## src/rtl/uart_tx.sv

```systemverilog
// uart_tx: byte-wide UART transmitter with one-deep holding register.
// Optional line-break generation when UART_TX_BREAK_EN is defined.
module uart_tx #(
  parameter int CLOCK_DIVIDER_WIDTH = 8
) (
  input  logic                           clock_i,
  input  logic                           reset_i,
  input  logic [CLOCK_DIVIDER_WIDTH-1:0] clock_divider_i,
  input  logic                           parity_bit_i,
  input  logic                           parity_even_i,
  input  logic [7:0]                     data_i,
  input  logic                           write_i,
`ifdef UART_TX_BREAK_EN
  input  logic                           break_i,
`endif
  output logic                           ready_o,
  output logic                           busy_o,
  output logic                           serial_o
);

  localparam int W = CLOCK_DIVIDER_WIDTH;
  localparam logic [W-1:0] ONE = W'(1);

`ifdef UART_TX_BREAK_EN
  typedef enum logic [2:0] {
    S_IDLE, S_START, S_DATA, S_PARITY, S_STOP, S_BREAK, S_MARK
  } state_e;
`else
  typedef enum logic [2:0] {
    S_IDLE, S_START, S_DATA, S_PARITY, S_STOP
  } state_e;
`endif

  state_e       state_q, state_d;
  logic [W-1:0] cnt_q, cnt_d;
  logic [W-1:0] div_q, div_d;
  logic [W-1:0] div_eff;
  logic [2:0]   bit_q, bit_d;
  logic [7:0]   sh_data_q, sh_data_d;
  logic         sh_pen_q, sh_pen_d;
  logic         sh_pev_q, sh_pev_d;
  logic         hold_vld_q, hold_vld_d;
  logic [7:0]   hold_data_q, hold_data_d;
  logic         hold_pen_q, hold_pen_d;
  logic         hold_pev_q, hold_pev_d;
  logic         serial_q, serial_d;
  logic         bit_done;
  logic         load;

  // A divider of zero behaves as one cycle per bit.
  assign div_eff  = (clock_divider_i == '0) ? ONE : clock_divider_i;
  assign bit_done = (cnt_q == div_q - ONE);

  // State and datapath registers.
  always_ff @(posedge clock_i) begin
    if (reset_i) begin
      state_q     <= S_IDLE;
      cnt_q       <= '0;
      div_q       <= ONE;
      bit_q       <= '0;
      sh_data_q   <= '0;
      sh_pen_q    <= 1'b0;
      sh_pev_q    <= 1'b0;
      hold_vld_q  <= 1'b0;
      hold_data_q <= '0;
      hold_pen_q  <= 1'b0;
      hold_pev_q  <= 1'b0;
      serial_q    <= 1'b1;
    end else begin
      state_q     <= state_d;
      cnt_q       <= cnt_d;
      div_q       <= div_d;
      bit_q       <= bit_d;
      sh_data_q   <= sh_data_d;
      sh_pen_q    <= sh_pen_d;
      sh_pev_q    <= sh_pev_d;
      hold_vld_q  <= hold_vld_d;
      hold_data_q <= hold_data_d;
      hold_pen_q  <= hold_pen_d;
      hold_pev_q  <= hold_pev_d;
      serial_q    <= serial_d;
    end
  end

  // Next state, bit timing, shifter load and holding-register writes.
  always_comb begin
    state_d     = state_q;
    bit_d       = bit_q;
    div_d       = div_q;
    sh_data_d   = sh_data_q;
    sh_pen_d    = sh_pen_q;
    sh_pev_d    = sh_pev_q;
    hold_vld_d  = hold_vld_q;
    hold_data_d = hold_data_q;
    hold_pen_d  = hold_pen_q;
    hold_pev_d  = hold_pev_q;
    load        = 1'b0;

    unique case (state_q)
      S_IDLE: begin
`ifdef UART_TX_BREAK_EN
        if (break_i) state_d = S_BREAK;
        else
`endif
        if (hold_vld_q) state_d = S_START;
      end
      S_START: begin
        if (bit_done) begin
          state_d = S_DATA;
          bit_d   = '0;
        end
      end
      S_DATA: begin
        if (bit_done) begin
          if (bit_q == 3'd7) state_d = sh_pen_q ? S_PARITY : S_STOP;
          else bit_d = bit_q + 3'd1;
        end
      end
      S_PARITY: begin
        if (bit_done) state_d = S_STOP;
      end
      S_STOP: begin
        if (bit_done) begin
`ifdef UART_TX_BREAK_EN
          if (break_i) state_d = S_BREAK;
          else
`endif
          if (hold_vld_q) state_d = S_START;
          else state_d = S_IDLE;
        end
      end
`ifdef UART_TX_BREAK_EN
      S_BREAK: begin
        if (!break_i) state_d = S_MARK;
      end
      S_MARK: begin
        if (bit_done) state_d = hold_vld_q ? S_START : S_IDLE;
      end
`endif
      default: state_d = S_IDLE;
    endcase

    // Frame start: take the buffered byte and freeze the bit period.
    if (state_d == S_START && state_q != S_START) begin
      load       = 1'b1;
      sh_data_d  = hold_data_q;
      sh_pen_d   = hold_pen_q;
      sh_pev_d   = hold_pev_q;
      hold_vld_d = 1'b0;
      div_d      = div_eff;
    end
`ifdef UART_TX_BREAK_EN
    if (state_d == S_BREAK && state_q != S_BREAK) div_d = div_eff;
`endif

    if (write_i && !hold_vld_q) begin
      hold_vld_d  = 1'b1;
      hold_data_d = data_i;
      hold_pen_d  = parity_bit_i;
      hold_pev_d  = parity_even_i;
    end
  end

  // Bit-period counter: restarts on every bit boundary, parked when idle.
  always_comb begin
    cnt_d = cnt_q + ONE;
    if (bit_done || load || state_q == S_IDLE) cnt_d = '0;
`ifdef UART_TX_BREAK_EN
    if (state_q == S_BREAK) cnt_d = '0;
`endif
  end

  // Line level for the state being entered, registered into serial_q.
  always_comb begin
    serial_d = 1'b1;
    unique case (state_d)
      S_IDLE:   serial_d = 1'b1;
      S_START:  serial_d = 1'b0;
      S_DATA:   serial_d = sh_data_q[bit_d];
      S_PARITY: serial_d = sh_pev_q ? ^sh_data_q : ~^sh_data_q;
      S_STOP:   serial_d = 1'b1;
`ifdef UART_TX_BREAK_EN
      S_BREAK:  serial_d = 1'b0;
      S_MARK:   serial_d = 1'b1;
`endif
      default:  serial_d = 1'b1;
    endcase
  end

  assign ready_o  = ~hold_vld_q;
  assign busy_o   = (state_q != S_IDLE);
  assign serial_o = serial_q;

endmodule

```

## config.mk

```make
export PLATFORM = sky130hd
export DESIGN_NAME = uart_tx
export DESIGN_NICKNAME = d
export VERILOG_FILES = /design/src/rtl/uart_tx.sv
export SDC_FILE = /design/constraint.sdc
export NUM_CORES = 1
export LEC_CHECK = 0
export BUFFER_PORTS_ARGS = -buffer_cell sky130_fd_sc_hd__buf_2
export CAP_MARGIN = 25
export CORE_MARGIN = 2
export CORE_UTILIZATION = 40
export DETAILED_ROUTE_END_ITERATION = 8
export PLACE_DENSITY = 0.68
export SYNTH_ARGS = -nofsm -noshare
export SYNTH_HDL_FRONTEND = slang
export SYNTH_SLANG_ARGS = --single-unit
```

## constraint.sdc

```tcl
create_clock -name clock_i -period 3.4 [get_ports clock_i]
set_input_delay 0.68 -clock clock_i [delete_from_list [all_inputs] [get_ports clock_i]]
set_output_delay 0.68 -clock clock_i [all_outputs]
set_load 0.02 [all_outputs]
```

# After elaboration in Yosys (flattened, before gate mapping)
# Index checks and enable logic that the tools add are counted.
[totals] regBits=44 latchBits=0 mem_bits_rw=0 rom_bits=0 inputBits=21 out_inout_bits=3 word_cells=60 mem_count=0
[op_classes] add_sub_neg=3 n_mul=0 div=0 magnitude_cmp=1 n_eq_ne=10 shift=0 mux=21 n_bitwise=1 reduce_logical=12
[op_table] operator="3-bit 2-to-1 mux" n=10
[op_table] operator="3-bit one-hot mux with 5 select lines" n=1
[op_table] operator="3-bit by 2-bit == test with 1-bit output (second input constant)" n=4
[op_table] operator="8-bit by 1-bit adder with 8-bit output (second input constant)" n=1
[op_table] operator="8-bit == test" n=1
[op_table] operator="8-bit logical NOT" n=1
[op_table] operator="8-bit 2-to-1 mux" n=1
[op_table] operator="8-bit XNOR reduction" n=1
[op_table] operator="8-bit parity" n=1
[op_table] operator="8-bit by 1-bit subtractor with 8-bit output (second input constant)" n=1
[op_table] operator="3-bit by 1-bit == test with 1-bit output (second input constant)" n=2
[op_table] operator="3-bit == test (second input constant)" n=2
[op_table] operator="1-bit 2-to-1 mux" n=6
[op_table] operator="3-bit one-hot mux with 2 select lines" n=1
[op_table] operator="3-bit by 4-bit < comparator with 1-bit output (second input constant)" n=1
[op_table] operator="3-bit by 1-bit adder with 3-bit output (second input constant)" n=1
[op_table] operator="1-bit binary-select mux with 3-bit select" n=1
[op_table] operator="3-bit logical NOT" n=1
[op_table] operator="3-bit by 1-bit inequality test with 1-bit output (second input constant)" n=1
[op_table] operator="1-bit one-hot mux with 3 select lines" n=1
[op_table] operator="3-bit nonzero test" n=1
[op_table] operator="1-bit logical AND" n=2
[op_table] operator="1-bit logical OR" n=2
[op_table] operator="2-bit nonzero test" n=1
[op_table] operator="3 further kinds" n=3

# Depth between registers and ports, before layout
# Gate-level depths: netlist of the first run.
[depth] depth_word=10 ltp_mapped=14 ltp_nobuf=12

# Worst setup path after synthesis of the first run
# Ideal clock, no wire load.
[synth_path] path_kind="register to register" from="reg div_q[0]" to="reg serial_q (netlist: serial_o)" setup_time_ns=0.121 t_arrival_ns=2.425 t_required_ns=3.279 path_slack_ns=0.854 path_stages_with_launch=13 path_buffers=0 period_less_slack_ns=2.546 cell_sequence="dfxtp_1 > inv_1 > ha_1 > nor2_1 > nor2_1 > a221oi_1 > o211ai_2 > o41ai_1 > o311ai_1 > a2111oi_0 > a21oi_1 > o211ai_1 > a21oi_2"
[synth_via] elab_chain_len=7 elab_cells_between_ends=16 classes_between="add/sub (1); eq/ne (4); mux (11)"
[synth_rtl] element="start, declared" line_no="36" rtl="logic [W-1:0] div_q, div_d;"
[synth_rtl] element="start signal, assigned" line_no="72" rtl="div_q <= div_d;"
[synth_rtl] element="8-bit by 1-bit subtractor with 8-bit output *" line_no="52" rtl="assign bit_done = (cnt_q == div_q - ONE);"
[synth_rtl] element="8-bit == test *" line_no="52"
[synth_rtl] element="3-bit 2-to-1 mux (on tied branches)" line_no="114, 108"
[synth_rtl] element="3-bit one-hot mux with 2 select lines" line_no="99" rtl="unique case (state_q)"
[synth_rtl] element="1-bit binary-select mux with 3-bit select" line_no="179" rtl="S_DATA: serial_d = sh_data_q[bit_d];"
[synth_rtl] element="1-bit 2-to-1 mux (not written as such)" line_no="179"
[synth_rtl] element="1-bit one-hot mux with 3 select lines *" line_no="176" rtl="unique case (state_d)"
[synth_rtl] element="end signal, assigned" line_no="81" rtl="serial_q <= serial_d;"
[synth_rtl] element="end, declared" line_no="46" rtl="logic serial_q, serial_d;"
# Every way passes the cells marked *; elsewhere a longest branch is shown, timed or not. The select of a mux whose other input is x is not followed.
# A chain may end at the register's enable or synchronous reset.

# Worst setup path in the final report of the first run
# Ends and elaborated chain as after synthesis.

==> run metrics, run 1 <==
Setup Buffers After CTS 0; pin count of the biggest net entering global routing 38; fin crit period 2776 ps; Max-slew headroom 47.05%; commonest non-fill, non-tap cell in the layout nand2_1; Routed Antenna Nets 0; Critical path buffers and inverters 1; CTS clk-pin slew, worst paths ~90 ps; clock buffer depth 2; clk root buf clkbuf_8; post-synthesis sequential area ratio 40.05%; clk_lat worst skew 300 ps; Post-Route WL 4279 um; synthesis-to-layout area growth 11.49%; Worst Reg-to-Reg Cells 12; critical path's top delay family compound AO/OA/AOI/OAI gates; CP Capture Type flop; Synth Instances 272; skew final roughly 3.5 ps; Netlist cell types 49; WHS Path Cells 2; number of flops mapped to enable cells by yosys 0; Antenna Cells 0; Yosys reg bits 44; Starting Density 42.26%; GP Congestion 0.8401; most frequent cells in the layout nand2_1 (61), dfxtp_1 (44), a21oi_1 (34); H-tree depth 2; Placed Cells 351; DRT iter0 DRCs 103; routed vias 1,843; critical path arrival 2970 ps; I/O pins 24; Pwr Total 1.209 mW; fin crit share 81.63%; cts bufs inserted 5; Pre-antenna DRT Iters 4; setup TNS 0 ps; Nets 312; Placeable Area about 5200 um2; slowest cell on the critical path o41ai_1; gr ovfl total 0; dominant synthesized flop cell dfxtp_1; Peak VDD IR around 270 uV; Async SR Flop Fraction 0%; Die Area between 6000 and 7000 um2; syn_nets 296; HP Class flop to flop; Worst Setup Start Kind flop; Syn Area/Cell 8.087 um2; Most Crowded Layer GR met2; Stages on worst setup path 12; total track usage between 15 and 20%; TritonCTS Sinks 44; Post-DP Area 2337 um2; hold_buf cts 0; Remaining DRCs 0; total leakage power 0.9026 nW; Cell Area, Synth 2200 um2; delay of the slowest critical-path stage 430 ps; mean routed wirelength per cell 11.92 um; pwr/cell area 493.1 nW/um2; worst path cell trace inv_1 -> ha_1 -> nor2_1 -> nor2_1 -> a221oi_1 -> o211ai_2 -> o41ai_1 -> o311ai_1 -> a2111oi_0 -> a21oi_1 -> o211ai_1 -> a21oi_2; status finished, final reports clean; DP HPWL 3026 um; Slew @ Worst Pin roughly 790 ps; Cell Rows 26; Synth Warn # 0; required time of the critical path 3600 ps; MaxCap Viol Count 0; final hold slack 459.4 ps; Hold Vio Cnt, Final 0; Place WS roughly 660 ps; vias in the first global route 1,669; Layout Cells excl Fill between 300 and 400; final cell utilization of the core 47.12%; CP most frequent cell nor2_1; Die X slightly below 80 um; global-route met1 utilization roughly 18%; post-route setup slack 624.4 ps; CTS tree built; Avg Vias per Cell 5.134; CP Max Fanout 5; f_max 0.3603 GHz; initial antenna violation count 0; post-CTS sizing 0; met2 GRT Util 26.38%; Final Cell Area 2452 um2; # port buffers 23; die extent in y 78.16 um; final setup vio count 0; global-route wire length before repair 7327 um; critical path type flop to flop; share of post-route cells with drive strength above 1 between 10% and 20%; global routing usage on met3 under 10%; unrepaired setup endpoints after global routing no; Final Slew Violations 0
[power breakdown]
| part | leakage, nW | switching (mW) | internal (mW) |
|---|---|---|---|
| registers | 0.358 | 0.0330 | 0.543 |
| logic | 0.490 | 0.128 | 0.0891 |
| clock network | 0.0548 | 0.195 | 0.222 |
| total | 0.903 | 0.356 | 0.853 |
[cells by family after synthesis]
group	share of synthesized area, %
fa+ha+maj	1.707
flops	40.05
buf+inv	4.153
simple gates	25.48
mux	1.820
xor+xnor	9.556
compound gates	17.24
[sequential cells by signal, indices dropped and copies added, names as in the netlist]
| register | flops |
|---|---|
| serial_o | 1 |
| div_q | 8 |
| sh_data_q | 8 |
| hold_pev_q | 1 |
| bit_q | 3 |
| sh_pen_q | 1 |
| sh_pev_q | 1 |
| hold_data_q | 8 |
| hold_vld_q | 1 |
| hold_pen_q | 1 |
| cnt_q | 8 |
| state_q | 3 |
[per-layer routing]
| layer | vias up | wire length [um] |
|---|---|---|
| li1 | 962 | - |
| met1 | 851 | 2092 |
| met2 | 26 | 2013 |
| met3 | 4 | 128 |
| met4 | 0 | 44 |
| met5 | - | 0 |
[cells in the mapped netlist, drive strengths merged (3+ instances only)]
master	number	area share, %
a21oi	35	8.1
and3	4	1.1
buf	8	2.1
clkbuf	7	1.2
dfxtp	44	40
ha	3	1.7
inv	5	0.85
mux2i	4	1.8
nand2	61	10
nand3	12	2.7
nor2	20	3.4
nor2b	4	1.1
nor3	5	1.9
nor4	3	0.85
o211ai	4	2.0
o41ai	3	1.5
xnor2	16	6.4
xor2	8	3.2
[worst reg2reg max path, cell delays in order, from the launching register on]
cell and delay [ps]:
dfxtp_1 410, inv_1 60, ha_1 260, nor2_1 100, nor2_1 40, a221oi_1 330, o211ai_2 180, o41ai_1 430
o311ai_1 190, a2111oi_0 420, a21oi_1 70, o211ai_1 110, a21oi_2 70
[cell type report]
class	count	area (um2)
clock buffers	5	68.82
clock inverters	3	46.29
fillers	549	2753
inverters	5	18.77
multi-input cells	208	1227
flip-flops and latches	44	880.8
well taps	70	87.58
repair buffers	24	122.6
[final timing paths]
path | slack [ps] | end | from
setup / recovery | 620 | serial_o | div_q[0]
hold / removal | 460 | sh_data_q[1] | hold_data_q[1]
setup reg to reg | 620 | serial_o | div_q[0]
hold reg to reg | 460 | sh_data_q[1] | hold_data_q[1]
(Power assumes the default switching activity.)
==> run 2: changes to the inputs <==
--- a/config.mk
+++ b/config.mk
@@ -5,12 +5,13 @@
 export SDC_FILE = /design/constraint.sdc
 export NUM_CORES = 1
 export LEC_CHECK = 0
+export ABC_AREA = 1
 export BUFFER_PORTS_ARGS = -buffer_cell sky130_fd_sc_hd__buf_2
 export CAP_MARGIN = 25
 export CORE_MARGIN = 2
 export CORE_UTILIZATION = 40
 export DETAILED_ROUTE_END_ITERATION = 8
-export PLACE_DENSITY = 0.68
+export PLACE_DENSITY = 0.7
 export SYNTH_ARGS = -nofsm -noshare
 export SYNTH_HDL_FRONTEND = slang
 export SYNTH_SLANG_ARGS = --single-unit
==> constraint.sdc (replaced) <==
create_clock -name clock_i -period 2.41 [get_ports clock_i]
set_input_delay 0.482 -clock clock_i [delete_from_list [all_inputs] [get_ports clock_i]]
set_output_delay 0.482 -clock clock_i [all_outputs]
set_load 0.02 [all_outputs]
==> run 2 against run 1 <==
Compared with the run above:
- total power grew 100%
- synthesized cell count up 22%
- critical endpoint is now div_q[0]
- routed wire length grew 19%
- sequential power rose by 56%
- sequential share of layout area shrank 3.8 points
- count of clock-buffer cells in the layout increased by 2
- setup slack lost 450 ps
- synthesized area up 8.9%
- clock skew grew 5.4 ps
- final cell count rose by 21%
==> run metrics, run 2 <==
gr ovfl total 0 (unchanged); delay of the slowest critical-path stage 350 ps (was 430 ps); GP Congestion 0.8770 (was 0.8401); Slew @ Worst Pin 396.1 ps (was 792.6 ps); Worst Reg-to-Reg Cells 18 (was 12); Avg Vias per Cell 4.839 (was 5.134); Antenna Cells 0 (unchanged); CTS tree built (unchanged); worst path cell trace inv_2 -> ha_2 -> inv_1 -> nand2_1 -> nand3b_1 -> nand2_1 -> nand3_1 -> nor2_4 -> nand2_4 -> clkinv_4 -> nand3_2 -> o211ai_2 -> nand2_2 -> inv_2 -> nand2_1 -> buf_6 -> a21oi_1 -> o21ai_1 (was inv_1 -> ha_1 -> nor2_1 -> nor2_1 -> a221oi_1 -> o211ai_2 -> o41ai_1 -> o311ai_1 -> a2111oi_0 -> a21oi_1 -> o211ai_1 -> a21oi_2); WHS Path Cells 3 (was 2); reg2reg end div_q[0] (was serial_o); fin crit share 92.93% (was 81.63%); Layout Cells excl Fill 434 (was 359); worst reg2reg startpoint div_q[0] (unchanged); skew final 8.894 ps (was 3.496 ps); required time of the critical path 2600 ps (was 3600 ps); Synth top area share 36.78% (was 40.05%); Cell Area, Synth 2395 um2 (was 2200 um2); Die X 81.38 um (was 78.16 um); dominant synthesized flop cell dfxtp_1 (unchanged); DP HPWL 3748 um (was 3026 um); H-tree depth 2 (unchanged); MaxCap Viol Count 0 (unchanged); mean routed wirelength per cell 11.70 um (was 11.92 um); Syn Area/Cell 7.213 um2 (was 8.087 um2); Yosys reg bits 44 (unchanged); HP Class input pin to flop (was flop to flop); number of flops mapped to enable cells by yosys 0 (unchanged); critical path type flop to flop (unchanged); CP Max Fanout 20 (was 5); Netlist cell types 35 (was 49); initial antenna violation count 0 (unchanged); TritonCTS Sinks 44 (unchanged); post-route setup slack 170.4 ps (was 624.4 ps); Die Area 6622 um2 (was 6108 um2); post-synthesis sequential area ratio 36.78% (was 40.05%); WHS Endpoint div_q[0] (was sh_data_q[1]); pin count of the biggest net entering global routing 26 (was 38); syn_nets 356 (was 296); Pwr Total 2.456 mW (was 1.209 mW); Peak VDD IR 415.1 uV (was 273.7 uV); synthesis-to-layout area growth 14.68% (was 11.49%); DRT iter0 DRCs 150 (was 103); Nets 382 (was 312); Post-Route WL 5078 um (was 4279 um); status finished, final reports clean (unchanged); total leakage power 1.150 nW (was 0.9026 nW); worst hold path startpoint clock_divider_i[0] (was hold_data_q[1]); Async SR Flop Fraction 0% (unchanged); # port buffers 23 (unchanged); Placed Cells 424 (was 351); critical path arrival 2430 ps (was 2970 ps); Worst Setup Start Kind flop (unchanged); Remaining DRCs 0 (unchanged); most common cell in the netlist nand2_1 (unchanged); commonest non-fill, non-tap cell in the layout nand2_1 (unchanged); pwr/cell area 894.3 nW/um2 (was 493.1 nW/um2); reg-to-reg slack, setup 170 ps (was 620 ps); Place WS 113.2 ps (was 659.8 ps); total track usage 16.90% (was 15.06%); final setup vio count 0 (unchanged); routed vias 2,100 (was 1,843); Hold Vio Cnt, Final 0 (unchanged); Synth Instances 332 (was 272); Placeable Area 5851 um2 (was 5205 um2); Max-slew headroom 73.31% (was 47.05%); share of post-route cells with drive strength above 1 21.17% (was 14.19%); clk_lat worst skew 300 ps (about the same); most frequent cells in the layout nand2_1 (74), nor2_1 (46), dfxtp_1 (42) (was nand2_1 (61), dfxtp_1 (44), a21oi_1 (34)); clk root buf clkbuf_8 (unchanged); cts bufs inserted 5 (unchanged); f_max 0.4465 GHz (was 0.3603 GHz); CP Capture Type flop (unchanged); global-route wire length before repair 8707 um (was 7327 um); clock buffer depth 2 (unchanged); Starting Density 40.93% (was 42.26%); largest area contributor in the netlist dfxtp_1 (unchanged); ranking of synthesized cells by area dfxtp_1 (37%), nand2_1 (12%), nor2_1 (7.2%), nand3_1 (6.9%), nand3_2 (4.6%) (was dfxtp_1 (40%), nand2_1 (10%), a21oi_1 (7.7%), xnor2_1 (6.4%), nor2_1 (3.4%)); vias in the first global route 2,009 (was 1,669); Routed Antenna Nets 0 (unchanged); Cell Rows 28 (was 26); slowest cell on the critical path dfxtp_2 (was o41ai_1); die extent in y 81.38 um (was 78.16 um); Final Slew Violations 0 (unchanged); final hold slack 421.4 ps (was 459.4 ps); fin crit period 2240 ps (was 2776 ps); CTS clk-pin slew, worst paths 90 ps (about the same); CP most frequent cell nand2_1 (was nor2_1); top cells by count, synth nand2_1 (77), nor2_1 (46), dfxtp_1 (44), nand3_1 (33), inv_1 (25) (was nand2_1 (61), dfxtp_1 (44), a21oi_1 (34), nor2_1 (20), xnor2_1 (16)); final cell utilization of the core 46.94% (was 47.12%); Pre-antenna DRT Iters 4 (unchanged); Synth Warn # 0 (unchanged); I/O pins 24 (unchanged)
[run 2: cell types whose count changed after synthesis, moves of 15 or more]
| cell | previous run | this run |
|---|---|---|
| a21oi_1 | 34 | 12 |
| inv_1 | 5 | 25 |
| nor2_1 | 20 | 46 |
| o21ai_0 | 1 | 16 |
| nand3_1 | 12 | 33 |
| nand2_1 | 61 | 77 |
[run 2: worst max path at each step]
stage                         from  endpoint  slack, ps  cells past startpoint
final                     div_q[0]  div_q[0]        170                     18
after global routing      div_q[0]  div_q[7]        -20                     16
after CTS                 div_q[0]  div_q[7]         70                     16
after detailed placement  div_q[0]  sh_pev_q        110                     16
after global placement    div_q[0]  div_q[2]        180                     16
after floorplan           div_q[0]  div_q[0]        360                     19
[run 2: where the power goes]
group          total (mW)  leakage, nW  switching (mW)  internal [mW]
Combinational       0.944        0.727           0.597          0.347
Sequential          0.896        0.359          0.0833          0.812
Clock               0.617       0.0645           0.251          0.366
Total                2.46         1.15           0.931           1.53
[run 2: cell families after synthesis]
family	count (synthesis)	share of synthesized area (%)
AOI/OAI and AO/OA	41	10.40
xor gates and xnor gates	19	6.949
adders and majority gates	3	1.568
buffers and inverters	40	7.993
DFF	44	36.78
muxes	1	0.4180
and+or+nand+nor	184	35.89
[run 2: routing by layer]
metal  vias up  track usage, %  part of all wire (%)
li1       1119               -                     -
met1       935           21.35                    48
met2        37           28.20                    47
met3         9           3.111                   2.7
met4         0           6.949                   1.7
met5         -               0                     0
[run 2: layout make-up]
cell class | instances | area, um2
Timing Repair Buffer | 30 | 183.9
Clock buffer | 7 | 96.34
Inverter | 29 | 113.9
Fill cell | 576 | 3104
Multi-Input combinational cell | 248 | 1345
Tap cell | 75 | 93.84
Sequential cell | 44 | 883.3
Clock inverter | 1 | 30.03
[run 2: what timing repair did]
action / 4_1_cts / 5_1_grt
buffers inserted: 0 / 2
endpoints found under the setup margin: 0 / 20
hold buffers: 0 / 0
resized for setup: 0 / 9
[run 2: worst max-delay path, delay by kind of cell (launching register included)]
kind | cells | cell delay (ps)
buf+inv | 5 | 460
fa+ha+maj | 1 | 200
flops | 1 | 350
compound gates | 3 | 260
simple gates | 9 | 840
[run 2: metrics by stage]
stage	setup TNS [ps]	instance area [um2]
floorplan	0	2395
global placement	0	2576
detailed placement	0	2576
CTS	0	2703
global route	-74.25	2746
finish	0	2746
